**src/rtl/sha_pkg.sv**
```systemverilog
// Shared SHA-2 definitions: word widths, Sigma0 rotation amounts and the
// bitwise majority function used by the round datapath.
package sha_pkg;

    localparam int SHA256_W = 32;
    localparam int SHA512_W = 64;

    localparam int SIG0_R0_256 = 2;
    localparam int SIG0_R1_256 = 13;
    localparam int SIG0_R2_256 = 22;

    localparam int SIG0_R0_512 = 28;
    localparam int SIG0_R1_512 = 34;
    localparam int SIG0_R2_512 = 39;

    // Sized for the widest word; narrower callers zero-extend and truncate.
    function automatic logic [SHA512_W-1:0] maj_f(
        input logic [SHA512_W-1:0] x,
        input logic [SHA512_W-1:0] y,
        input logic [SHA512_W-1:0] z
    );
        return (x & y) ^ (x & z) ^ (y & z);
    endfunction

endpackage

```
**src/rtl/sha256_maj_if.sv**
```systemverilog
// Operand/result bus of the majority block. Port t2 exists only when
// MAJ_SIGMA0_EN is defined.
interface sha256_maj_if #(
    parameter int WIDTH = 32
);
    logic             in_valid;
    logic [WIDTH-1:0] x;
    logic [WIDTH-1:0] y;
    logic [WIDTH-1:0] z;
    logic [WIDTH-1:0] m;
    logic             out_valid;
`ifdef MAJ_SIGMA0_EN
    logic [WIDTH-1:0] t2;

    modport master (
        output in_valid, x, y, z,
        input  m, out_valid, t2
    );

    modport slave (
        input  in_valid, x, y, z,
        output m, out_valid, t2
    );
`else
    modport master (
        output in_valid, x, y, z,
        input  m, out_valid
    );

    modport slave (
        input  in_valid, x, y, z,
        output m, out_valid
    );
`endif
endinterface

```
**src/rtl/sha_sigma0.sv**
```systemverilog
// Combinational SHA-2 Sigma0 for 32- or 64-bit words. Only compiled when
// MAJ_SIGMA0_EN is defined, since nothing else instantiates it.
`ifdef MAJ_SIGMA0_EN
module sha_sigma0
    import sha_pkg::*;
#(
    parameter int WIDTH = 32
) (
    input  logic [WIDTH-1:0] x,
    output logic [WIDTH-1:0] s
);

    localparam int R0 = (WIDTH == SHA512_W) ? SIG0_R0_512 : SIG0_R0_256;
    localparam int R1 = (WIDTH == SHA512_W) ? SIG0_R1_512 : SIG0_R1_256;
    localparam int R2 = (WIDTH == SHA512_W) ? SIG0_R2_512 : SIG0_R2_256;

    logic [WIDTH-1:0] rot0;
    logic [WIDTH-1:0] rot1;
    logic [WIDTH-1:0] rot2;

    assign rot0 = (x >> R0) | (x << (WIDTH - R0));
    assign rot1 = (x >> R1) | (x << (WIDTH - R1));
    assign rot2 = (x >> R2) | (x << (WIDTH - R2));
    assign s    = rot0 ^ rot1 ^ rot2;

endmodule
`endif

```
**src/rtl/sha256_maj.sv**
```systemverilog
// Registered SHA-2 majority with valid flag, one cycle of latency.
// Defining MAJ_SIGMA0_EN adds a registered t2 = Sigma0(x) + maj output.
module sha256_maj
    import sha_pkg::*;
#(
    parameter int WIDTH = 32
) (
    input  logic         clk,
    input  logic         rst_n,
    sha256_maj_if.slave  bus
);

    logic [WIDTH-1:0] maj_p0;
    logic [WIDTH-1:0] m_p1;
    logic             vld_p1;

    assign maj_p0 = WIDTH'(maj_f(SHA512_W'(bus.x), SHA512_W'(bus.y), SHA512_W'(bus.z)));

    // p0 -> p1: result holds while no new operand set arrives
    always_ff @(posedge clk or negedge rst_n) begin
        if (!rst_n) begin
            m_p1   <= '0;
            vld_p1 <= 1'b0;
        end else begin
            vld_p1 <= bus.in_valid;
            if (bus.in_valid) begin
                m_p1 <= maj_p0;
            end
        end
    end

    assign bus.m         = m_p1;
    assign bus.out_valid = vld_p1;

`ifdef MAJ_SIGMA0_EN
    logic [WIDTH-1:0] sig0_p0;
    logic [WIDTH-1:0] t2_p0;
    logic [WIDTH-1:0] t2_p1;

    sha_sigma0 #(
        .WIDTH (WIDTH)
    ) u_sigma0 (
        .x (bus.x),
        .s (sig0_p0)
    );

    assign t2_p0 = sig0_p0 + maj_p0;

    // p0 -> p1: t2 shares the valid, hold and reset behaviour of m
    always_ff @(posedge clk or negedge rst_n) begin
        if (!rst_n) begin
            t2_p1 <= '0;
        end else if (bus.in_valid) begin
            t2_p1 <= t2_p0;
        end
    end

    assign bus.t2 = t2_p1;
`endif

endmodule

```
**src/flat_wrapper.sv**
```systemverilog
// flat-port wrapper written by rule: the top's interface ports become plain ports
module sha256_maj_flat import sha_pkg::*;
#(
    parameter int WIDTH = 32
)
  (clk, rst_n, bus_in_valid, bus_x, bus_y, bus_z, bus_m, bus_out_valid);
  sha256_maj_if #(.WIDTH(WIDTH)) bus_i ();
  input  logic clk;
  input  logic rst_n;
  input wire logic [$bits(bus_i.in_valid)-1:0] bus_in_valid;
  input wire logic [$bits(bus_i.x)-1:0] bus_x;
  input wire logic [$bits(bus_i.y)-1:0] bus_y;
  input wire logic [$bits(bus_i.z)-1:0] bus_z;
  output wire logic [$bits(bus_i.m)-1:0] bus_m;
  output wire logic [$bits(bus_i.out_valid)-1:0] bus_out_valid;
  assign bus_i.in_valid = bus_in_valid;
  assign bus_i.x = bus_x;
  assign bus_i.y = bus_y;
  assign bus_i.z = bus_z;
  assign bus_m = bus_i.m;
  assign bus_out_valid = bus_i.out_valid;
  sha256_maj #(.WIDTH(WIDTH)) u_core (.clk(clk), .rst_n(rst_n), .bus(bus_i));
endmodule
```
**config.mk**
```make
export PLATFORM = sky130hd
export DESIGN_NAME = sha256_maj_flat
export DESIGN_NICKNAME = d
export VERILOG_FILES = /design/src/rtl/sha_pkg.sv /design/src/rtl/sha256_maj_if.sv /design/src/rtl/sha_sigma0.sv /design/src/rtl/sha256_maj.sv /design/src/flat_wrapper.sv
export SDC_FILE = /design/constraint.sdc
export NUM_CORES = 1
export LEC_CHECK = 0
export CAP_MARGIN = 25
export CORE_MARGIN = 2
export CORE_UTILIZATION = 23
export CTS_BUF_LIST = sky130_fd_sc_hd__clkbuf_2 sky130_fd_sc_hd__clkbuf_4 sky130_fd_sc_hd__clkbuf_8
export DETAILED_ROUTE_END_ITERATION = 8
export SYNTH_ARGS = -nofsm -noshare
export SYNTH_HDL_FRONTEND = slang
export SYNTH_SLANG_ARGS = --single-unit
```
**constraint.sdc**
```tcl
create_clock -name clk -period 0.8 [get_ports clk]
set_clock_uncertainty 0.05 [all_clocks]
set_input_delay 0.12 -clock clk [delete_from_list [all_inputs] [get_ports clk]]
set_output_delay 0.12 -clock clk [all_outputs]
set_load 0.05 [all_outputs]
```
## After elaboration in Yosys (flattened, before gate mapping)

Index checks and enable logic that the tools add are counted.

- Bitwise logic cells: 5

Operator list:

| operator | count |
|---|---|
| 32-bit bitwise AND | 3 |
| 32-bit XOR | 2 |

- Register bits: 33

## Logic depth before layout (Yosys ltp)

- Depth after elaboration: 3
- Depth in mapped cells: 4

## Worst setup path after synthesis

No wires, ideal clock.

- Kind: reg-to-reg
- Start point: register, netlist name u_core.bus.m[25]
- End point: register u_core.m_p1[25], in the netlist u_core.bus.m[25]
- Data arrival time: 0.858 ns
- Library setup time: 0.080 ns
- Path slack: -0.187 ns
- Buffers on the path: 0
- Data required time: 0.670 ns
- Cell stages (with the launch flop): 3
- Path through: dfrtp_1 -> inv_1 -> o22ai_2

RTL lines:

| what | RTL line | RTL |
|---|---|---|
| end signal, assigned | sha256_maj.sv:27 | `m_p1 <= maj_p0;` |
| end, declared | sha256_maj.sv:14 | `logic [WIDTH-1:0] m_p1;` |

## Worst setup path after layout

- Start point: register u_core.m_p1[13], in the netlist u_core.bus.m[13]
- End point: output bus_m[13]

RTL lines:

| what | RTL line | RTL |
|---|---|---|
| end, declared | flat_wrapper.sv:14 | `output wire logic [$bits(bus_i.m)-1:0] bus_m;` |

No word-level cell between the ends.

==> results.txt <==
For the die footprint, the log shows 8800 µm². Number of iterations in the first detailed-routing pass: 4. The core region is 7770 µm². The shortest period the worst path allows is 1050 ps. The tools report the kind of end point of the critical path as a primary output. In the post-synthesis netlist, the biggest area contributors are sky130_fd_sc_hd__dfrtp_1 (45%), sky130_fd_sc_hd__o22ai_2 (19%), sky130_fd_sc_hd__o21ai_2 (13%), sky130_fd_sc_hd__a21oi_1 (8.6%), sky130_fd_sc_hd__inv_1 (6.5%). TritonCTS built the clock tree. The total count of hold-check failures in the final report is 0.

The initialized floorplan defines 32 standard-cell rows. The number of primary I/O pins is 132. The total routing usage reported by global routing is 12.2%, and the number of warnings issued by yosys is 0. For the worst setup path, the data arrival time is 880 ps.

The antenna diode count is 0. Count of mapped cells out of synthesis: 168. Worst stage delay on the critical path: 440 ps. The first-pass GRT wire length was 8430 µm. In the layout the commonest cells are sky130_fd_sc_hd__clkdlybuf4s50_1 (96), sky130_fd_sc_hd__buf_12 (36), sky130_fd_sc_hd__a21oi_1 (32), sky130_fd_sc_hd__dfrtp_2 (32). The floorplan step set the die height to 93.8 µm. The post-synthesis register bit count was 33.

The min-delay analysis places its worst path in the category input pin to register. Setup repair after global routing could not meet its margin everywhere. The post-placement setup slack was -261 ps. The run finished, with violations left.

The post-route worst setup slack is -246 ps, and the layout overhead on the synthesized area is 116%. The tools report the violation count after the first detailed-routing iteration as 18. Post-synthesis cell type count: 10. The total power divided by cell area came out at 1570 nW/µm².

The library cell used most frequently in the layout, excluding fill and tap cells, is sky130_fd_sc_hd__clkdlybuf4s50_1. Cells with a size suffix above 1 make up 57.1% of the layout. Entering global routing, the biggest net connects 34 pins.

Dividing the detail-routed wire length by the instance count gives 12.4 µm. The number of max-cap violations is 0, and the H-tree level count is 2. The initial core utilization is 23.9%. Traced cell by cell, the critical path runs through buf_12.

The clock-pin slew of the registers on the worst-case setup and hold paths was 80 ps. Highest fanout seen on the critical path: 2. The analysis attributes to cell leakage a power of 1.64 nW.

At the pin with the least slew margin, the transition time is 227 ps. The final reports fail on negative setup slack. Across all register-to-register paths, the minimum setup slack is -140 ps. Clock tree synthesis found a total of 33 sinks. The final-stage net count is 429, and the count of input and output buffers is 131. Derived from the worst setup path, the maximum achievable clock frequency is 956 MHz. Setup violations remaining at the end of the flow were counted as 57. For this block, the routed nets add up to 5370 µm of wire.

The run gives 0.654 as the final weighted congestion in routability-driven placement. The startpoint type of the worst setup path was a register. The worst pin sits at a relative slew slack of 84.9%. In this run the cell area of the synthesized design comes to 1860 µm². Clock tree synthesis inserted a total of 5 buffers. The insertion delay of the later-clocked pin in the worst-skew pair is 280 ps, and the horizontal die dimension is 93.8 µm. After routing, the total negative slack on setup checks comes to -8290 ps. The number of antenna violations at the first check in global routing is 0, and the worst ir drop on vdd is 0.000605 V. The wire-length estimate of the detail-placed layout is 4150 µm. The clock root buffer is sky130_fd_sc_hd__clkbuf_8. The clock passes through at most 2 buffers. The tools report the max-slew violation count as 0. The combined buffer and inverter count along the critical path was 1.

In this design, the largest share of critical-path delay is due to flip-flops. The run gives 0 as the overflow left after global routing. The top cell type by area accounts for 44.5% of the synthesized area. The critical path is of the register to primary output type. The number of nets handed over by synthesis was 267. The routed via count divided by cell count was 4.38. sky130_fd_sc_hd__dfrtp_1 takes more of the synthesized area than any other cell.

The number of global-route vias before repair is 1810. Vias after detailed routing: 1898. The logs give 630 ps for the endpoint required time on the critical path and 44.5% for the share of synthesized area occupied by flip-flops and latches. The post-synthesis area per instance was 11.0 µm². Cell type of the slowest stage on the worst timing path: sky130_fd_sc_hd__dfrtp_2. After detailed routing, the number of remaining DRC violations is 0. After layout, the worst path uses 131% of the clock period. In this run the remaining antenna-violating nets after routing total 0.
==> worst paths after layout <==
check                                                 end                    startpoint  cells past startpoint
setup reg to reg             u_core.bus.m[13]$_DFFE_PN0P_  u_core.bus.m[13]$_DFFE_PN0P_                      4
min in group asynchronous     u_core.bus.m[6]$_DFFE_PN0P_                         rst_n                      3
setup / recovery                                bus_m[13]  u_core.bus.m[13]$_DFFE_PN0P_                      1
max in group asynchronous    u_core.bus.m[21]$_DFFE_PN0P_                         rst_n                      3
hold / removal             u_core.bus.out_valid$_DFF_PN0_                  bus_in_valid                      2
hold reg to reg              u_core.bus.m[21]$_DFFE_PN0P_  u_core.bus.m[21]$_DFFE_PN0P_                      2
==> registers in the layout, summed over array words and instances, names as in the netlist <==
register / count
u_core.bus.m: 32
u_core.bus.out_valid: 1
==> cells by family (layout without fill, tap and decap cells) <==
kind of cell	after synthesis	after routing	synth area share, %
AOI/OAI and AO/OA	96	96	43.2
DFF	33	33	44.5
buffers and inverters	39	202	12.3
==> area by class of cell <==
class / count / area (µm²)
fillers: 705 / 3760
repair buffers: 162 / 2000
flip-flops and latches: 33 / 866
multi-input cells: 96 / 801
well taps: 102 / 128
inverters: 32 / 123
clock buffers: 8 / 97.6
==> layer usage <==
| metal | vias to the layer above | global-route usage (%) | part of all wire [%] |
|---|---|---|---|
| met4 | 0 | 4.35 | 1.5 |
| met2 | 64 | 22.4 | 55 |
| li1 | 931 | - | - |
| met3 | 7 | 3.13 | 7.2 |
| met1 | 896 | 13.5 | 36 |
| met5 | - | 0 | 0 |
==> power by group <==
part	switching (mW)	internal, mW	total [mW]	leakage [nW]
logic	1.23	1.62	2.85	1.22
clock network	0.601	0.770	1.37	0.0523
registers	0.215	1.88	2.09	0.366
==> Yosys cell counts <==
library cell	number
sky130_fd_sc_hd__dfrtp_1	33
sky130_fd_sc_hd__o21ai_2	28
sky130_fd_sc_hd__o22ai_2	28
sky130_fd_sc_hd__o21ai_0	4
sky130_fd_sc_hd__o22ai_1	4
sky130_fd_sc_hd__buf_6	3
sky130_fd_sc_hd__inv_1	32
sky130_fd_sc_hd__a21oi_1	32
sky130_fd_sc_hd__buf_8	1
sky130_fd_sc_hd__buf_12	3
==> per-stage QoR <==
stage | instance area, µm² | hold WS, ps | utilization, % | total power, mW | instances
after floorplan | 1900 | -226 | - | 3.19 | 168
after global placement | 3620 | 47.0 | 46.6 | 4.66 | 398
after detailed placement | 3620 | 55.7 | 46.6 | 4.70 | 398
after CTS | 3970 | 142 | 51.1 | 6.38 | 429
after global routing | 4010 | 142 | 51.6 | 6.66 | 433
final | 4010 | 148 | 51.6 | 6.32 | 433
==> timing repair <==
action | 4_1_cts | 5_1_grt
resized for setup | 21 | 13
setup buffers | 22 | 13
hold buffers | 1 | 0
setup endpoints to repair | 33 | 55
hold endpoints to repair | 33 | 0
pin swaps | 0 | 8
(Power assumes the default switching activity.)
